`config.mk`:
```
export PLATFORM = sky130hd
export DESIGN_NAME = seg7_scan_decoder
export DESIGN_NICKNAME = d
export VERILOG_FILES = /design/src/rtl/seg7_pkg.sv /design/src/rtl/seg7_pattern_decode.sv /design/src/rtl/seg7_scan_decoder.sv
export SDC_FILE = /design/constraint.sdc
export NUM_CORES = 1
export LEC_CHECK = 0
export ABC_CLOCK_PERIOD_IN_PS = 5100
export BUFFER_PORTS_ARGS = -buffer_cell sky130_fd_sc_hd__buf_4
export CORE_MARGIN = 2
export CORE_UTILIZATION = 57
export DETAILED_ROUTE_END_ITERATION = 12
export PLACE_DENSITY = 0.81
export SYNTH_ARGS = -nofsm -noshare
export SYNTH_HDL_FRONTEND = slang
export SYNTH_SLANG_ARGS = --single-unit
```
`constraint.sdc`:
```
create_clock -name clk -period 5.1 [get_ports clk]
set_input_delay 0.255 -clock clk [delete_from_list [all_inputs] [get_ports clk]]
set_output_delay 0.255 -clock clk [all_outputs]
set_load 0.005 [all_outputs]
```
`src/rtl/seg7_pkg.sv`:
```
// Shared 7-segment pattern constants and the pattern-to-BCD decode used by the
// display encoder and the loop-back scan decoder.
package seg7_pkg;

  // Active-low segments, bit0=a .. bit6=g.
  localparam logic [6:0] SEG_BLANK = 7'b1111111;
  localparam logic [6:0] SEG_DIGIT [10] = '{
    7'b1000000, 7'b1111001, 7'b0100100, 7'b0110000, 7'b0011001,
    7'b0010010, 7'b0000010, 7'b1111000, 7'b0000000, 7'b0010000
  };

  typedef struct packed {
    logic       legal;
    logic       is_blank;
    logic [3:0] bcd;
  } seg7_dec_t;

  typedef enum logic {S_WAIT, S_HELD} scan_state_t;

  function automatic seg7_dec_t seg7_decode(input logic [6:0] pat);
    seg7_dec_t r;
    r = '0;
    if (pat == SEG_BLANK) begin
      r.legal    = 1'b1;
      r.is_blank = 1'b1;
    end else begin
      for (int i = 0; i < 10; i++) begin
        if (pat == SEG_DIGIT[i]) begin
          r.legal = 1'b1;
          r.bcd   = 4'(i);
        end
      end
    end
    return r;
  endfunction

endpackage

```
`src/rtl/seg7_pattern_decode.sv`:
```
// Combinational segment-pattern decoder: legal flag, blank flag and BCD value.
module seg7_pattern_decode
  import seg7_pkg::*;
(
  input  logic [6:0] pat_i,
  output logic       legal_o,
  output logic       blank_o,
  output logic [3:0] bcd_o
);

  seg7_dec_t dec;

  always_comb begin
    dec     = seg7_decode(pat_i);
    legal_o = dec.legal;
    blank_o = dec.is_blank;
    bcd_o   = dec.bcd;
  end

endmodule

```
`src/rtl/seg7_scan_decoder.sv`:
```
// Loop-back monitor for the multiplexed 7-segment bus: synchronizes, filters for
// stability, decodes each stable pattern and keeps one BCD register per digit.
module seg7_scan_decoder
  import seg7_pkg::*;
#(
  parameter int NUM_DIGITS    = 6,
  parameter int STABLE_CYCLES = 4
) (
  input  logic                    clk,
  input  logic                    rst_N,
  input  logic [6:0]              seg_in,
  input  logic [NUM_DIGITS-1:0]   dig_sel_N,
  output logic [4*NUM_DIGITS-1:0] digits,
  output logic [NUM_DIGITS-1:0]   blank,
  output logic [NUM_DIGITS-1:0]   valid,
  output logic                    update,
  output logic [2:0]              update_idx,
  output logic                    err,
  output logic [7:0]              err_count
);

  localparam int          SW   = 7 + NUM_DIGITS;
  localparam logic [SW-1:0] IDLE = {SEG_BLANK, {NUM_DIGITS{1'b1}}};
  localparam logic [7:0]  STBL = 8'(STABLE_CYCLES);

  logic [SW-1:0] sync1_q, sync2_q, prev_q;
  logic [7:0]    cnt_q, cnt_d;
  scan_state_t   state_q, state_d;

  logic [NUM_DIGITS-1:0][3:0] digits_q;
  logic [NUM_DIGITS-1:0]      blank_q, valid_q;
  logic                       update_q, err_q;
  logic [2:0]                 update_idx_q;
  logic [7:0]                 err_count_q;

  logic [6:0]            smp_seg;
  logic [NUM_DIGITS-1:0] smp_sel;
  logic                  changed, commit;
  logic [3:0]            n_low;
  logic [2:0]            sel_idx;
  logic                  dec_legal, dec_blank;
  logic [3:0]            dec_bcd;
  logic                  upd_d, err_d;

  assign smp_seg = sync2_q[SW-1 -: 7];
  assign smp_sel = sync2_q[NUM_DIGITS-1:0];

  seg7_pattern_decode u_dec (
    .pat_i   (smp_seg),
    .legal_o (dec_legal),
    .blank_o (dec_blank),
    .bcd_o   (dec_bcd)
  );

  // Stability filter: a change restarts the count; a commit fires once per
  // stable pattern, including straight from S_HELD when one sample suffices.
  always_comb begin
    changed = (sync2_q != prev_q);
    if (changed)              cnt_d = 8'd1;
    else if (cnt_q == 8'hFF)  cnt_d = cnt_q;
    else                      cnt_d = cnt_q + 8'd1;
    commit  = (changed || state_q == S_WAIT) && (cnt_d == STBL);
    if (commit)       state_d = S_HELD;
    else if (changed) state_d = S_WAIT;
    else              state_d = state_q;
  end

  always_comb begin
    n_low   = '0;
    sel_idx = '0;
    for (int i = 0; i < NUM_DIGITS; i++) begin
      if (!smp_sel[i]) begin
        n_low   = n_low + 4'd1;
        sel_idx = 3'(i);
      end
    end
    upd_d = commit && (n_low == 4'd1) && dec_legal;
    err_d = commit && ((n_low >= 4'd2) || ((n_low == 4'd1) && !dec_legal));
  end

  always_ff @(posedge clk or negedge rst_N) begin
    if (!rst_N) begin
      sync1_q      <= IDLE;
      sync2_q      <= IDLE;
      prev_q       <= IDLE;
      cnt_q        <= '0;
      state_q      <= S_WAIT;
      digits_q     <= '0;
      blank_q      <= '1;
      valid_q      <= '0;
      update_q     <= 1'b0;
      update_idx_q <= '0;
      err_q        <= 1'b0;
      err_count_q  <= '0;
    end else begin
      sync1_q  <= {seg_in, dig_sel_N};
      sync2_q  <= sync1_q;
      prev_q   <= sync2_q;
      cnt_q    <= cnt_d;
      state_q  <= state_d;
      update_q <= upd_d;
      err_q    <= err_d;
      if (upd_d) begin
        update_idx_q     <= sel_idx;
        valid_q[sel_idx] <= 1'b1;
        blank_q[sel_idx] <= dec_blank;
        if (!dec_blank) digits_q[sel_idx] <= dec_bcd;
      end
      if (err_d && err_count_q != 8'hFF) err_count_q <= err_count_q + 8'd1;
    end
  end

  assign digits     = digits_q;
  assign blank      = blank_q;
  assign valid      = valid_q;
  assign update     = update_q;
  assign update_idx = update_idx_q;
  assign err        = err_q;
  assign err_count  = err_count_q;

endmodule

```
==> results.toml <==
[job]
maxCapViolations = 0

[critical_path]
cp_common_cell = "ha_1"
cp-start-kind = "register"
r2r-start = "sync2_q[1]$_DFF_PN1_"
r2r_slack_ns = 0.46
cp.required_ns = 5.36
crit_arrival_ns = 4.90
critPathCaptureType = "register"
worstReg2RegEnd = "digits[19]$_DFFE_PN0P_"
cp-startpoint = "sync2_q[1]$_DFF_PN1_"
endpoint = "digits[19]$_DFFE_PN0P_"
critPathMaxStageDelay_ns = 0.59
path_max_fanout = 16
path_cells = "inv_1 > ha_1 > and2_1 > or2_2 > ha_1 > mux2_2 > ha_1 > inv_1 > o21ai_0 > ha_1 > nor2b_1 > o21a_1 > nand3_1 > o2111ai_1 > o211ai_4 > or4b_4 > mux2_4"
crit_slowest_cell = "dfstp_2"
crit_type = "register to register"
reg2regPathDepth = 17

[synthesis]
yosysTopAreaCell = "dfrtp_1"
yosys_warnings = 0
ys_seq_area_share_pct = 55.9
avgSynthCellArea_um2 = 12.1
ys_async_sr_fraction_pct = 100
synth_top_area_share_pct = 29.3
synthTopCellsByCount = "dfrtp_1 (52), dfstp_2 (45), xor2_1 (22)"
synth-seq-cells = 97
syn_area_um2 = 4440
synth_most_common_cell = "dfrtp_1"
synth-edff-count = 0
syn-num-nets = 388
synth_cell_types = 64
synth_cells = 366
synth_area_leaders = "dfrtp_1 (29%), dfstp_2 (27%), xor2_1 (4.3%)"
synth_ff_type = "dfrtp_1"

[global_routing]
grt.total_usage_pct = 22.8
grt_pass1_wl_um = 15100
gr-total-overflow = 0
grt_pass1_vias = 3136
grt_max_degree = 55
antenna_found_initial = 0

[clocking]
post_cts_buffers = 0
cts_max_path_buffers = 2
htreeDepth = 3
root_buffer = "clkbuf_8"
cts_buffers = 9
clk_pin_slew_ns = 0.10
clk_latency_ns = 0.36
cts_tree = "built"
clock_sink_count = 97

[sta]
rsz0062_at_grt = "no"
drv_slew = 0
period_share_pct = 91.0
finalClockSkew_ns = 0.0125
tns_ns = 0
slew_headroom_pct = 42.2
max_freq_ghz = 0.216
finalCriticalPeriod_ns = 4.64
setup_viol = 0
setup_slack_ns = 0.460
worst_slew_pin_slew_ns = 0.865
hold_viol = 0

[run_status]
status = "complete, no violations"

[die]
start_util_pct = 58.1
die_area_um2 = 8520
coreArea_um2 = 7650
pin_count = 64
fp.dieH_um = 92.3
rows = 32
die_w_um = 92.3

[routing]
drt_iter0_drc = 210
antenna_left = 0
via_count = 3118
finalWirelength_um = 8890
dr.pass1.iters = 4
post_drt_wl_per_cell_um = 16.4
via_per_inst = 5.74
drc = 0

[final_layout]
multi_input_area_um2 = 1840
areaGrowthSynthToFinish_pct = 18.9
nFillCells = 547
seq_area_um2 = 2480
antenna_cells = 0
drive_gt1_share_pct = 34.2
nets = 458

[placed_design]
dp_hpwl_um = 6310
gp_congestion = 0.822
post-place-ws_ns = 0.511
portBuffers = 63

[power_and_ir_drop]
p_leak_nw = 2.41
p_per_area_nw_per_um2 = 269
peakVddDrop_uv = 319

[hold_path]
min_path_type = "register to register"
==> power breakdown <==
group          switching (mW)  leakage [nW]  total [mW]  internal (mW)
sequential             0.0223          1.19       0.820          0.798
combinational          0.0715          1.12       0.128         0.0570
clock                   0.277        0.0952       0.474          0.198
==> routing by layer <==
layer	wire [µm]	up-vias	track usage [%]
met1	3860	1568	28.9
met4	110	0	6.47
met5	0	-	0
met3	340	10	6.51
li1	-	1469	-
met2	4580	71	38.5
==> state kept, by name, summed over array words and instances, names as in the netlist <==
signal      cells
sync1_q        13
blank           6
err_count       8
sync2_q        13
digits         24
valid           6
state_q         1
update_idx      3
update          1
cnt_q           8
prev_q         13
err             1
==> cells by family after synthesis <==
logic type | count (synthesis) | synth area share [%]
xor gates and xnor gates | 29 | 6.08
buffers and inverters | 25 | 2.62
muxes | 21 | 5.49
adders and majority gates | 7 | 1.97
and+or+nand+nor | 127 | 17.7
AOI/OAI and AO/OA | 60 | 10.3
DFF | 97 | 55.9
==> through the flow <==
step	utilization, %	instances	power (mW)	hold slack (ns)	instance area (µm²)
after floorplan	-	366	0.911	-0.0406	4440
after global placement	64.8	513	0.945	0.270	4960
after detailed placement	64.8	513	0.954	0.281	4960
after CTS	69.1	543	1.44	0.360	5290
after global routing	69.1	543	1.50	0.364	5290
final	69.1	543	1.42	0.359	5290
==> area by class of cell <==
type	count	area share (%)
Sequential cell	97	47.0
Multi-Input combinational cell	244	34.9
Timing Repair Buffer	78	11.7
Clock buffer	10	2.60
Tap cell	102	2.41
Clock inverter	6	0.947
Inverter	6	0.426
==> worst min-delay path by stage <==
stage,start,end,depth (start not counted)
global route,sync1_q[10]$_DFF_PN1_,sync2_q[10]$_DFF_PN1_,0
CTS,sync1_q[10]$_DFF_PN1_,sync2_q[10]$_DFF_PN1_,0
detailed placement,rst_N,err_count[6]$_DFFE_PN0P_,1
global placement,rst_N,err_count[5]$_DFFE_PN0P_,1
floorplan,rst_N,cnt_q[0]$_DFF_PN0_,0
finish,sync1_q[10]$_DFF_PN1_,sync2_q[10]$_DFF_PN1_,0
==> placed cells by master, fill, tap and decap left out, types with 3 or more instances in the layout <==
cell type      Yosys  routed
mux2_1            12      12
dlygate4sd3_1      0      14
dfstp_2           45      45
nand4_1            3       3
a211oi_1           4       4
dfrtp_1           52      52
nand2b_1           7       7
or2_2              7       7
nor4_1            10      10
o2bb2ai_1          6       6
ha_1               7       7
a22o_1             4       4
nand2_1           13      13
nor3_1             8       8
nor2b_1            7       7
clkbuf_8           0      10
xor2_1            22      22
inv_1              6       6
a21oi_1            7       7
nor3b_1            4       4
nor2_1            14      14
nor4b_1            3       3
o21ai_0           11      11
and3_1             5       5
a21o_1             4       4
xnor2_1            6       6
nand3_1           19      19
buf_4              1      64
nand3b_1           4       4
or3_1              4       4
mux2_2             7       7
==> worst max-delay path, delay by kind of cell (launching register included) <==
kind / cells / cell delay (ns)
flip-flops: 1 / 0.59
AO/OA/AOI/OAI: 4 / 0.85
multiplexers: 2 / 0.62
adder cells (fa/ha/maj): 4 / 1.01
buffers and inverters: 2 / 0.12
AND/OR/NAND/NOR: 5 / 1.35
==> repair_timing <==
action                                 CTS  global route
gates resized for setup                  0             0
hold buffers                            14             0
endpoints found under the hold margin   52             0
No activity file was read; power rests on OpenSTA's default activity.
